## src/rtl/unary_expand_seq.sv

```systemverilog
// Count-to-thermometer expander: turns a count into a VWIDTH-bit LSB-first run
// of ones and streams it out as VWIDTH/BWIDTH beats under valid/ready.
module unary_expand_seq #(
   parameter int VWIDTH = 8,
   parameter int CWIDTH = 4,
   parameter int BWIDTH = 4
) (
   input  logic              clk,
   input  logic              rst,
   input  logic              in_valid,
   output logic              in_ready,
   input  logic [CWIDTH-1:0] in_count,
   output logic              out_valid,
   input  logic              out_ready,
   output logic [BWIDTH-1:0] out_data,
   output logic              out_last,
   output logic              out_sat
);

   //  state | meaning
   //  IDLE  | waiting for a count, in_ready high
   //  EMIT  | presenting beats of the current vector, out_valid high
   localparam logic ST_IDLE = 1'b0;
   localparam logic ST_EMIT = 1'b1;

   localparam int NBEATS = VWIDTH / BWIDTH;
   localparam int BIW    = (NBEATS > 1) ? $clog2(NBEATS) : 1;

   localparam logic [CWIDTH-1:0] VW_C      = CWIDTH'(VWIDTH);
   localparam logic [CWIDTH-1:0] BW_C      = CWIDTH'(BWIDTH);
   localparam logic [BIW-1:0]    LAST_BEAT = BIW'(NBEATS - 1);

   logic              state_q, state_d;
   logic [CWIDTH-1:0] rem_q, rem_d;
   logic [BIW-1:0]    beat_q, beat_d;
   logic [BWIDTH-1:0] data_q, data_d;
   logic              last_q, last_d;
   logic              sat_q, sat_d;

   logic [CWIDTH-1:0] accept_rem;
   logic [CWIDTH-1:0] rem_step;
   logic [CWIDTH-1:0] rem_nxt;
   logic [BIW-1:0]    beat_nxt;

   function automatic logic [BWIDTH-1:0] therm(input logic [CWIDTH-1:0] r);
      logic [BWIDTH-1:0] v;
      v = '0;
      for (int j = 0; j < BWIDTH; j++) begin
         v[j] = (j < int'(r));
      end
      return v;
   endfunction

   always_comb begin
      accept_rem = (in_count > VW_C) ? VW_C : in_count;
      rem_step   = (rem_q > BW_C) ? BW_C : rem_q;
      rem_nxt    = rem_q - rem_step;
      beat_nxt   = beat_q + 1'b1;

      state_d = state_q;
      rem_d   = rem_q;
      beat_d  = beat_q;
      data_d  = data_q;
      last_d  = last_q;
      sat_d   = sat_q;

      case (state_q)
         ST_IDLE: begin
            if (in_valid) begin
               state_d = ST_EMIT;
               rem_d   = accept_rem;
               beat_d  = '0;
               data_d  = therm(accept_rem);
               last_d  = (LAST_BEAT == '0);
               sat_d   = (in_count > VW_C);
            end
         end
         ST_EMIT: begin
            if (out_ready) begin
               if (last_q) begin
                  state_d = ST_IDLE;
                  rem_d   = '0;
                  beat_d  = '0;
                  data_d  = '0;
                  last_d  = 1'b0;
                  sat_d   = 1'b0;
               end else begin
                  // next beat is precomputed so outputs stay registered
                  rem_d  = rem_nxt;
                  beat_d = beat_nxt;
                  data_d = therm(rem_nxt);
                  last_d = (beat_nxt == LAST_BEAT);
               end
            end
         end
         default: state_d = ST_IDLE;
      endcase
   end

   always_ff @(posedge clk or posedge rst) begin
      if (rst) begin
         state_q <= ST_IDLE;
         rem_q   <= '0;
         beat_q  <= '0;
         data_q  <= '0;
         last_q  <= 1'b0;
         sat_q   <= 1'b0;
      end else begin
         state_q <= state_d;
         rem_q   <= rem_d;
         beat_q  <= beat_d;
         data_q  <= data_d;
         last_q  <= last_d;
         sat_q   <= sat_d;
      end
   end

   assign in_ready  = (state_q == ST_IDLE);
   assign out_valid = (state_q == ST_EMIT);
   assign out_data  = data_q;
   assign out_last  = last_q;
   assign out_sat   = sat_q;

endmodule

```

## config.mk

```make
export PLATFORM = sky130hd
export DESIGN_NAME = unary_expand_seq
export DESIGN_NICKNAME = d
export VERILOG_FILES = /design/src/rtl/unary_expand_seq.sv
export SDC_FILE = /design/constraint.sdc
export NUM_CORES = 1
export LEC_CHECK = 0
export ABC_AREA = 1
export CAP_MARGIN = 20
export CELL_PAD_IN_SITES_DETAIL_PLACEMENT = 2
export CELL_PAD_IN_SITES_GLOBAL_PLACEMENT = 2
export CORE_MARGIN = 2
export CORE_UTILIZATION = 27
export DETAILED_ROUTE_END_ITERATION = 8
export PLACE_DENSITY_LB_ADDON = 0.1
export SLEW_MARGIN = 20
export SYNTH_ARGS = -nofsm -noshare
export SYNTH_HDL_FRONTEND = slang
export SYNTH_SLANG_ARGS = --single-unit
```

## constraint.sdc

```tcl
create_clock -name clk -period 4.7 [get_ports clk]
set_clock_uncertainty 0.15 [all_clocks]
set_input_delay 0.705 -clock clk [delete_from_list [all_inputs] [get_ports clk]]
set_output_delay 0.705 -clock clk [all_outputs]
set_load 0.01 [all_outputs]
```

Yosys cells after proc, flatten, opt, wreduce, memory -nomap -nowiden
Index checks and enable logic that the tools add are counted.
- logic and storage cells: 45
- input port bits: 8
- flip-flop bits (word level): 11
- output and inout port bits: 8
- reduce and logical (&&, ||, !) cells: 2
- equality and inequality tests: 3
- $add $sub $neg: 2
- muxes and demuxes: 22
- bitwise logic cells: 1
- $lt $le $gt $ge: 10
- operators with widths (cell ; number):
    two-way mux 4 bit ; 8
    < comparator 1 x 4 -> 1 bit, first input constant ; 4
    < comparator 2 x 4 -> 1 bit, first input constant ; 4
    case mux 4 bit (2 select lines) ; 2
    two-way mux 1 bit ; 9
    case mux 1 bit (2 select lines) ; 3
    greater-than comparator 4 x 3 -> 1 bit, second input constant ; 1
    greater-than comparator 4 bit, second input constant ; 1
    inequality test 2 bit, second input constant ; 2
    subtractor 4 bit ; 1
    AND reduction 3 bit ; 1
    inequality test 2 x 1 -> 1 bit, second input constant ; 1
    AND reduction 2 bit ; 1
    adder 1 bit, second input constant ; 1
    inverter 1 bit ; 1

Longest topological paths before layout
- depth in word-level cells: 7
- gate-level depth with buffers: 12
- mapped depth without buffers: 12

Least setup slack after synthesis
No wires, ideal clock.
- kind: flip-flop to flip-flop
- start: register rem_q[2]
- end: register data_q[2] (netlist: out_data[2])
- period minus slack after synthesis: 1583 ps
- arrival time: 1370 ps
- setup slack: 3117 ps
- buffers on the path: 0
- setup time: 62 ps
- data required time: 4488 ps
- cell stages (with the launch flop): 11
- cells stage by stage: dfrtp_1 inv_1 o21ai_0 nand2_1 ha_1 inv_1 nor2_1 nand3_1 nand3_1 nand2_1 inv_1
- cells in the longest elaborated chain, start to end: 7
- RTL lines (what ; line ; text):
    start, declared ; 34 ; logic [CWIDTH-1:0] rem_q, rem_d;
    start signal, assigned ; 110 ; rem_q <= rem_d;
    greater-than comparator 4 x 3 -> 1 bit ; 56 ; rem_step = (rem_q > BW_C) ? BW_C : rem_q;
    two-way mux 4 bit ; 56 ;
    subtractor 4 bit (*) ; 57 ; rem_nxt = rem_q - rem_step;
    < comparator 2 x 4 -> 1 bit (*) ; 49 ; v[j] = (j < int'(r));
    two-way mux 4 bit (*) ; 80 ; if (last_q) begin
    two-way mux 4 bit (*) ; 79 ; if (out_ready) begin
    case mux 4 bit (2 select lines) (*) ; 67 ; case (state_q)
    end signal, assigned ; 112 ; data_q <= data_d;
    end, declared ; 36 ; logic [BWIDTH-1:0] data_q, data_d;
Mark *: on every way between the ends. The rest lies on a longest branch, timed or not. The select of a mux whose other input is x is not followed.
A chain may end at the register's enable or synchronous reset.

Worst setup path in the final report
- start: register state_q (netlist: out_valid)
- end: output port in_ready
- cells in the longest elaborated chain, start to end: 1
- RTL lines (what ; line ; text):
    start, declared ; 33 ; logic state_q, state_d;
    start signal, assigned ; 109 ; state_q <= state_d;
    inverter 1 bit ; n/a ;
    end, declared ; 11 ; output logic in_ready,
No other way between the ends.

==> results.toml <==
[run_status]
status = "completed"

[clock_tree]
cts_setup_buffers = 0
cts_made_buffers = 3
cts.clk_slew.worst_paths_ns = 0.07
clock-root-buffer = "clkbuf_4"
cts_tree = "yes"
cts-hold-fix-buffers = 0
cts_buffer_depth = 2
ctsResizeCount = 0
clock_latency_ns = 0.26
htreeDepth = 1
cts_num_sinks = 11

[detailed_routing]
drcViolationCount = 0
drt-initial-drc-count = 6
vias_per_cell = 4.54
finalWirelength_um = 1800
vias = 613
wl_per_cell_um = 13.4
ant_nets = 0
drtPass1Iterations = 2

[floorplan]
row_count = 17
core_um2 = 2250
io_pins = 16
die_w_um = 53.1
die_y_um = 53.1
die-area_um2 = 2820
initial_utilization = 0.289

[layout]
drive_above_1_share = 0.0748
area_growth_pct = 30.7
diodes = 0
multi_input_area_um2 = 324
seqCellArea_um2 = 275
fill_cells = 266
final_cells = 135
fin_nets = 118

[sta]
setup_violations = 0
finalHoldViolCount = 0
max_freq_mhz = 438
setup_slack_ns = 2.41
tns_ns = 0
min_period_ns = 2.29
rsz0062_at_grt = "no"
final_max_slew_viol_count = 0
period_share = 0.486

[yosys]
yosys_register_bits = 11
yosysTopAreaCellShare = 0.422
synth_area_leaders = "dfrtp_1, nand2_1, nand3_1"
syn-mean-instance-area_um2 = 7.32
synth_common_cells = "nand2_1, nand3_1, dfrtp_1, inv_1, nor2_1"
syn_inst = 89
synth_top_cell_by_area = "dfrtp_1"
syn_nets = 99
synth_area_um2 = 652
yosysWarnings = 0
synth_seq_area_share = 0.422
synth_edf_count = 0
synth.most_common_cell = "nand2_1"
ys_async_sr_fraction = 1.00
ys.flop_type = "dfrtp_1"
ys_types = 21

[pwr]
p_per_area_nw_per_um2 = 659
p_leak_nw = 0.428
power_uw = 561
max-vdd-ir-drop_v = 0.000230

[setup_path]
worstRegToRegCells = 10
critical_path_class = "reg -> out"
startpoint_type = "flip-flop"
cp_max_fo = 10
critPathCaptureType = "primary output"
worst_ep_required_time_ns = 3.85
critPathArrivalTime_ns = 1.43

[global_route]
grt_pass1_wl_um = 3230
grt_use_total = 0.162
grt_pass1_vias = 719
antenna_found_initial = 0
grt_max_degree = 12
grt_overflow = 0

[placement]
port-buffer-count = 15
dp_slack_ns = 2.55
place_congestion = 0.798
dp_cells = 131
post-dp-hpwl_um = 1510

[worst_hold_path]
hold_path_class = "reg -> reg"
hold_depth = 2

[flow_run]
maxCapViolCount = 0
## kinds of logic (layout without fill, tap and decap cells)
family / Yosys count / after routing / synth area share
DFF: 11 / 11 / 0.422
buffers and inverters: 12 / 30 / 0.0806
AOI/OAI and AO/OA: 11 / 11 / 0.102
other: 2 / 2 / 0.0115
and+or+nand+nor: 51 / 51 / 0.345
adders and majority gates: 2 / 2 / 0.0384
## per-stage QoR
step | util | area, um^2 | hold slack, ns
detailed placement | 0.366 | 826 | 0.329
floorplan | - | 652 | 0.321
global route | 0.378 | 852 | 0.362
CTS | 0.378 | 852 | 0.348
global placement | 0.366 | 826 | 0.314
finish | 0.378 | 852 | 0.338
## registers in the layout, summed over array words and instances (netlist names)
name       cells
out_data       4
out_last       1
out_sat        1
out_valid      1
rem_q          4
## layout by cell type, fill, tap and decap left out, drive strengths merged
cell and n:
ha 2, and3 1, nor3 1, nand3 12, or2 1, o31ai 1, clkbuf 4, nor2 7
dfrtp 11, o211ai 1, conb 2, clkdlybuf4s50 15, a21oi 3, a22oi 1, inv 11, o21ai 3
a31oi 1, a21boi 1, nand2 29
## per-layer routing
| layer | part of all wire | up-vias | GRT usage |
|---|---|---|---|
| met3 | 0.022 | 2 | 0.0254 |
| met5 | 0 | - | 0 |
| li1 | - | 320 | - |
| met2 | 0.46 | 10 | 0.265 |
| met1 | 0.51 | 281 | 0.211 |
| met4 | 0.0055 | 0 | 0.0641 |
## path summary, 6_finish.rpt
| path | startpoint | to | slack [ns] |
|---|---|---|---|
| worst max register to register | rem_q[2]$_DFFE_PP0P_ | out_data[2]$_DFFE_PP0P_ | 2.85 |
| worst max-delay path | out_valid$_DFF_PP0_ | in_ready | 2.41 |
| max in group asynchronous | rst | out_sat$_DFFE_PP0P_ | 3.50 |
| min in group asynchronous | rst | out_data[2]$_DFFE_PP0P_ | 0.59 |
| worst min-delay path | out_data[3]$_DFFE_PP0P_ | out_data[3]$_DFFE_PP0P_ | 0.34 |
| worst min register to register | out_data[3]$_DFFE_PP0P_ | out_data[3]$_DFFE_PP0P_ | 0.34 |
## worst max-delay path: stages, from the launching register on
cell and delay (ns):
dfrtp_1 0.42, inv_2 0.17, clkdlybuf4s50_1 0.58
## cell type report
type                            count  area share
Tap cell                           28      0.0411
Timing Repair Buffer               15       0.176
Sequential cell                    11       0.323
Clock buffer                        4      0.0308
Multi-Input combinational cell     66       0.380
Inverter                           11      0.0485
## where the power goes
part           switching, mW  internal [mW]
clock                 0.0310         0.0328
combinational          0.186          0.135
sequential            0.0349          0.142
(Power assumes the default switching activity.)
